--- src/rtl/maxnet_io_buffer.sv ---
// maxnet_io_buffer: collects four opaque sample words for the MAXNET neuron
// datapath, pulses start, waits for the datapath result and presents it
// downstream with a valid/ready handshake.
// Optional feature: define MAXNET_IO_TIMEOUT_EN to bound the WAIT state by
// TIMEOUT cycles (abort with err=1 and a zero result).
module maxnet_io_buffer #(
  parameter int DATA_W  = 32,
  parameter int TIMEOUT = 64
) (
  input  logic              clk,
  input  logic              rst,
  input  logic [DATA_W-1:0] in_data,
  input  logic              in_valid,
  output logic              in_ready,
  output logic [DATA_W-1:0] x0,
  output logic [DATA_W-1:0] x1,
  output logic [DATA_W-1:0] x2,
  output logic [DATA_W-1:0] x3,
  output logic              start,
  input  logic              done,
  input  logic [DATA_W-1:0] res,
  output logic [DATA_W-1:0] out_data,
  output logic              out_valid,
  input  logic              out_ready,
  output logic              busy,
  output logic              err
);

  typedef enum logic [1:0] {
    FILL  = 2'd0,
    START = 2'd1,
    WAIT  = 2'd2,
    OUT   = 2'd3
  } state_t;

  state_t     state;
  state_t     next_state;
  logic [1:0] cnt;
  logic       accept;
  logic       out_fire;
  logic       timeout_hit;

  assign accept   = in_valid && (state == FILL);
  assign out_fire = out_ready && (state == OUT);

`ifdef MAXNET_IO_TIMEOUT_EN
  localparam int TW = $clog2(TIMEOUT + 1);

  logic [TW-1:0] wait_cnt;

  assign timeout_hit = (state == WAIT) && !done && (wait_cnt == TW'(TIMEOUT - 1));

  // Count consecutive WAIT cycles; any exit from WAIT restarts the count
  always_ff @(posedge clk or posedge rst) begin
    if (rst) begin
      wait_cnt <= '0;
    end else if ((state == WAIT) && (next_state == WAIT)) begin
      wait_cnt <= wait_cnt + 1'b1;
    end else begin
      wait_cnt <= '0;
    end
  end

  // Error flag raised on abort and held until the aborted result is consumed
  always_ff @(posedge clk or posedge rst) begin
    if (rst) begin
      err <= 1'b0;
    end else if (timeout_hit) begin
      err <= 1'b1;
    end else if (out_fire) begin
      err <= 1'b0;
    end
  end
`else
  assign timeout_hit = 1'b0;
  assign err         = 1'b0;
`endif

  // State register
  always_ff @(posedge clk or posedge rst) begin
    if (rst) begin
      state <= FILL;
    end else begin
      state <= next_state;
    end
  end

  // Next-state and handshake outputs decoded from the current state
  always_comb begin
    next_state = state;
    in_ready   = 1'b0;
    start      = 1'b0;
    busy       = 1'b0;
    out_valid  = 1'b0;
    case (state)
      FILL: begin
        in_ready = 1'b1;
        if (in_valid && (cnt == 2'd3)) begin
          next_state = START;
        end
      end
      START: begin
        start      = 1'b1;
        busy       = 1'b1;
        next_state = WAIT;
      end
      WAIT: begin
        busy = 1'b1;
        if (done || timeout_hit) begin
          next_state = OUT;
        end
      end
      OUT: begin
        out_valid = 1'b1;
        if (out_ready) begin
          next_state = FILL;
        end
      end
      default: next_state = FILL;
    endcase
  end

  // Sample slots are written only while filling, so they stay frozen from START through OUT
  always_ff @(posedge clk or posedge rst) begin
    if (rst) begin
      cnt <= 2'd0;
      x0  <= '0;
      x1  <= '0;
      x2  <= '0;
      x3  <= '0;
    end else if (accept) begin
      cnt <= cnt + 2'd1;
      case (cnt)
        2'd0:    x0 <= in_data;
        2'd1:    x1 <= in_data;
        2'd2:    x2 <= in_data;
        default: x3 <= in_data;
      endcase
    end else if (out_fire) begin
      cnt <= 2'd0;
    end
  end

  // Result capture: datapath result on done, zero on abort; held through OUT
  always_ff @(posedge clk or posedge rst) begin
    if (rst) begin
      out_data <= '0;
    end else if (state == WAIT) begin
      if (done) begin
        out_data <= res;
      end else if (timeout_hit) begin
        out_data <= '0;
      end
    end
  end

endmodule

--- config.mk ---
export PLATFORM = sky130hd
export DESIGN_NAME = maxnet_io_buffer
export DESIGN_NICKNAME = d
export VERILOG_FILES = /design/src/rtl/maxnet_io_buffer.sv
export SDC_FILE = /design/constraint.sdc
export NUM_CORES = 1
export LEC_CHECK = 0
export ABC_CLOCK_PERIOD_IN_PS = 4900
export BUFFER_PORTS_ARGS = -buffer_cell sky130_fd_sc_hd__buf_2
export CAP_MARGIN = 20
export CORE_MARGIN = 3
export CORE_UTILIZATION = 44
export CTS_CLUSTER_DIAMETER = 200
export CTS_CLUSTER_SIZE = 10
export DETAILED_ROUTE_END_ITERATION = 16
export GPL_ROUTABILITY_DRIVEN = 0
export MAX_ROUTING_LAYER = met4
export PLACE_DENSITY = 0.75
export SYNTH_ARGS = -nofsm -noshare
export SYNTH_HDL_FRONTEND = slang
export SYNTH_SLANG_ARGS = --single-unit
--- constraint.sdc ---
create_clock -name clk -period 4.9 [get_ports clk]
set_clock_uncertainty 0.05 [all_clocks]
set_input_delay 0.245 -clock clk [delete_from_list [all_inputs] [get_ports clk]]
set_output_delay 0.245 -clock clk [all_outputs]
set_load 0.02 [all_outputs]
==> run metrics <==
CTS resizes=0; setup tns final=0 ns; maxcap violations=0; Cell variety after synth=18; die area=15,900 sq um; Synth top area share=64.8%; clock share of power=21.7%; critical path class=flip-flop to flip-flop; synthesized area per cell=17.0 sq um; Num Clock Sinks=164; htree depth=4; setup violators final=0; first-pass GRT wire length=23,600 um; Post-Layout Cell Count=825; Mapped Area=6330 sq um; crit path time final=2.21 ns; 1st-pass router iterations=4; largest area contributor in the netlist=dfrtp_1; Initial Util=45.3%; layout cells sized above 1=65.7%; R2R depth=5; pwr/cell area=713 nW/um^2; dpl hpwl=9840 um; critical path capture point type=flip-flop; maximum clock path buffer count=2; crit path launch type=flip-flop; Seq cells post-synth=164; global-route usage over all layers=19.5%; Rows=43; Area growth, synth to finish=33.0%; final WL=14,600 um; sequential share of the synthesized area=64.8%; vias=4,039; Total Power=0.00601 W; post-CTS setup buffer count=0; Critical Path Start=state[0]$_DFFE_PP0P_; Hold Vio Cnt, Final=0; YS warnings=0; r2r setup slk=2.69 ns; Total Nets Final=711; outcome=completed; initial antenna violation count=0; Cell Chain, Critical Path=inv_1, ha_1, and2_1, nand2_4, mux2_1; number of global-route vias before repair=4,514; most frequent cells in the layout=buf_2 (232), dfrtp_1 (164), mux2_2 (154); syn_nets=450; Reg-to-Reg Start=state[0]$_DFFE_PP0P_; IO Count=234; Max transition margin=34.1%; CP peak stage delay=0.44 ns; unrepaired setup endpoints after global routing=no; Leakage=4.40 nW; Core Box Area=14,000 sq um; Seq pwr share=37.7%; worst path required time=5.14 ns; post-route clock period utilization=45.0%; I/O Buffers=232; Data arrival, critical path=2.45 ns; root buffer cell=clkbuf_16; HP Class=input pin to async pin; Place WS=2.67 ns; worst-path maximum fanout=32; slowest cell on the critical path=mux2_1; Peak VDD IR=0.330 mV; switching part of the total power=37.8%; GRT overflow=0; Skew-Pair Late Insertion Delay=0.41 ns; Worst-path clk slew=0.06 ns; RR Endpoint=x0[14]$_DFFE_PP0P_; Switch Pwr=0.00227 W; DRT antenna net count=0; Int Pwr=0.00374 W; synth top area cells=dfrtp_1 (65%), mux2_2 (27%), buf_6 (2.1%), ha_1 (1.8%), mux2_1 (1.4%); post-DR vias/cell=4.90; Pins Over Slew Limit=0; Die Span Y=126 um; Die X=126 um; maximum clock frequency=453 MHz; proportion of power drawn by combinational gates=40.6%; ANT cells=0; dpl cells=769; DR iter-0 viols=137; Num CTS Buffers=17; commonest non-fill, non-tap cell in the layout=buf_2; fin area=8420 sq um; CTS Hold Bufs=25; pin count of the biggest net entering global routing=114; post-placement cell area=7590 sq um; Slew @ Worst Pin=0.988 ns; DRC Markers=0; wire length per cell=17.7 um; CTS tree=built; Final Worst Setup Slack=2.69 ns; Synth Instances=372
## worst max-delay path by stage
stage / slack [ns] / depth (start not counted) / endpoint
final: 2.69 / 5 / x0[14]$_DFFE_PP0P_
after global placement: 2.73 / 4 / out_data[3]$_DFFE_PP0P_
after CTS: 2.63 / 5 / x0[14]$_DFFE_PP0P_
after global routing: 2.54 / 5 / x0[16]$_DFFE_PP0P_
after detailed placement: 2.67 / 5 / x0[14]$_DFFE_PP0P_
after floorplan: 0.17 / 1 / cnt[0]$_DFFE_PP0P_
## per-stage QoR
step,util (%),hold slack [ns]
after CTS,60.2,0.000974
after global placement,54.1,0.418
after global routing,60.2,0.00406
after detailed placement,54.3,0.429
after floorplan,-,0.327
final,60.2,0.000760
## power by group through the flow
stage / clock network (W) / logic, W / registers (W)
floorplan: 0 / 0.000869 / 0.00299
global placement: 0 / 0.00235 / 0.00225
detailed placement: 0 / 0.00245 / 0.00228
CTS: 0.00133 / 0.00247 / 0.00227
global route: 0.00139 / 0.00260 / 0.00234
finish: 0.00130 / 0.00244 / 0.00227
## synthesized netlist by cell type
cell type,count
inv_1,7
clkbuf_4,1
conb_1,1
and2_1,1
a21oi_1,1
mux2_1,8
nand2_4,4
a222oi_1,1
mux2_2,154
ha_1,9
buf_6,12
buf_2,3
a22o_1,1
nand2_1,2
mux2i_1,1
nor2_1,1
dfrtp_1,164
buf_4,1
## worst max-delay path: cells and delay by family (launching register included)
kind | cells | cell delay, ns
adder cells (fa/ha/maj) | 1 | 0.21
flip-flops | 1 | 0.40
AND/OR/NAND/NOR | 2 | 0.83
multiplexers | 1 | 0.44
buffers and inverters | 1 | 0.14
## layer usage
layer	vias up	track usage, %	routed length (um)
li1	1828	-	-
met1	2021	22.1	5580
met2	155	33.2	7690
met3	35	4.58	871
met4	0	8.45	431
met5	-	-	0
## logic make-up after synthesis
family	Yosys count	share of synthesized area [%]
AOI/OAI and AO/OA	3	0.375
adders and majority gates	9	1.78
buffers and inverters	24	3.02
DFF	164	64.8
muxes	163	29.0
other	1	0.0592
and+or+nand+nor	8	0.988
## state kept, by name, indices dropped and copies added (netlist names)
signal and cells:
cnt 2, out_data 32, state 2, x0 32
x1 32, x2 32, x3 32
## area by class of cell
cell class	count	area, sq um
multi-input cells	184	2040
fillers	1115	5570
repair buffers	259	1450
inverters	7	31.3
clock inverters	14	154
well taps	180	225
flip-flops and latches	164	4100
clock buffers	17	425
(Power assumes the default switching activity.)
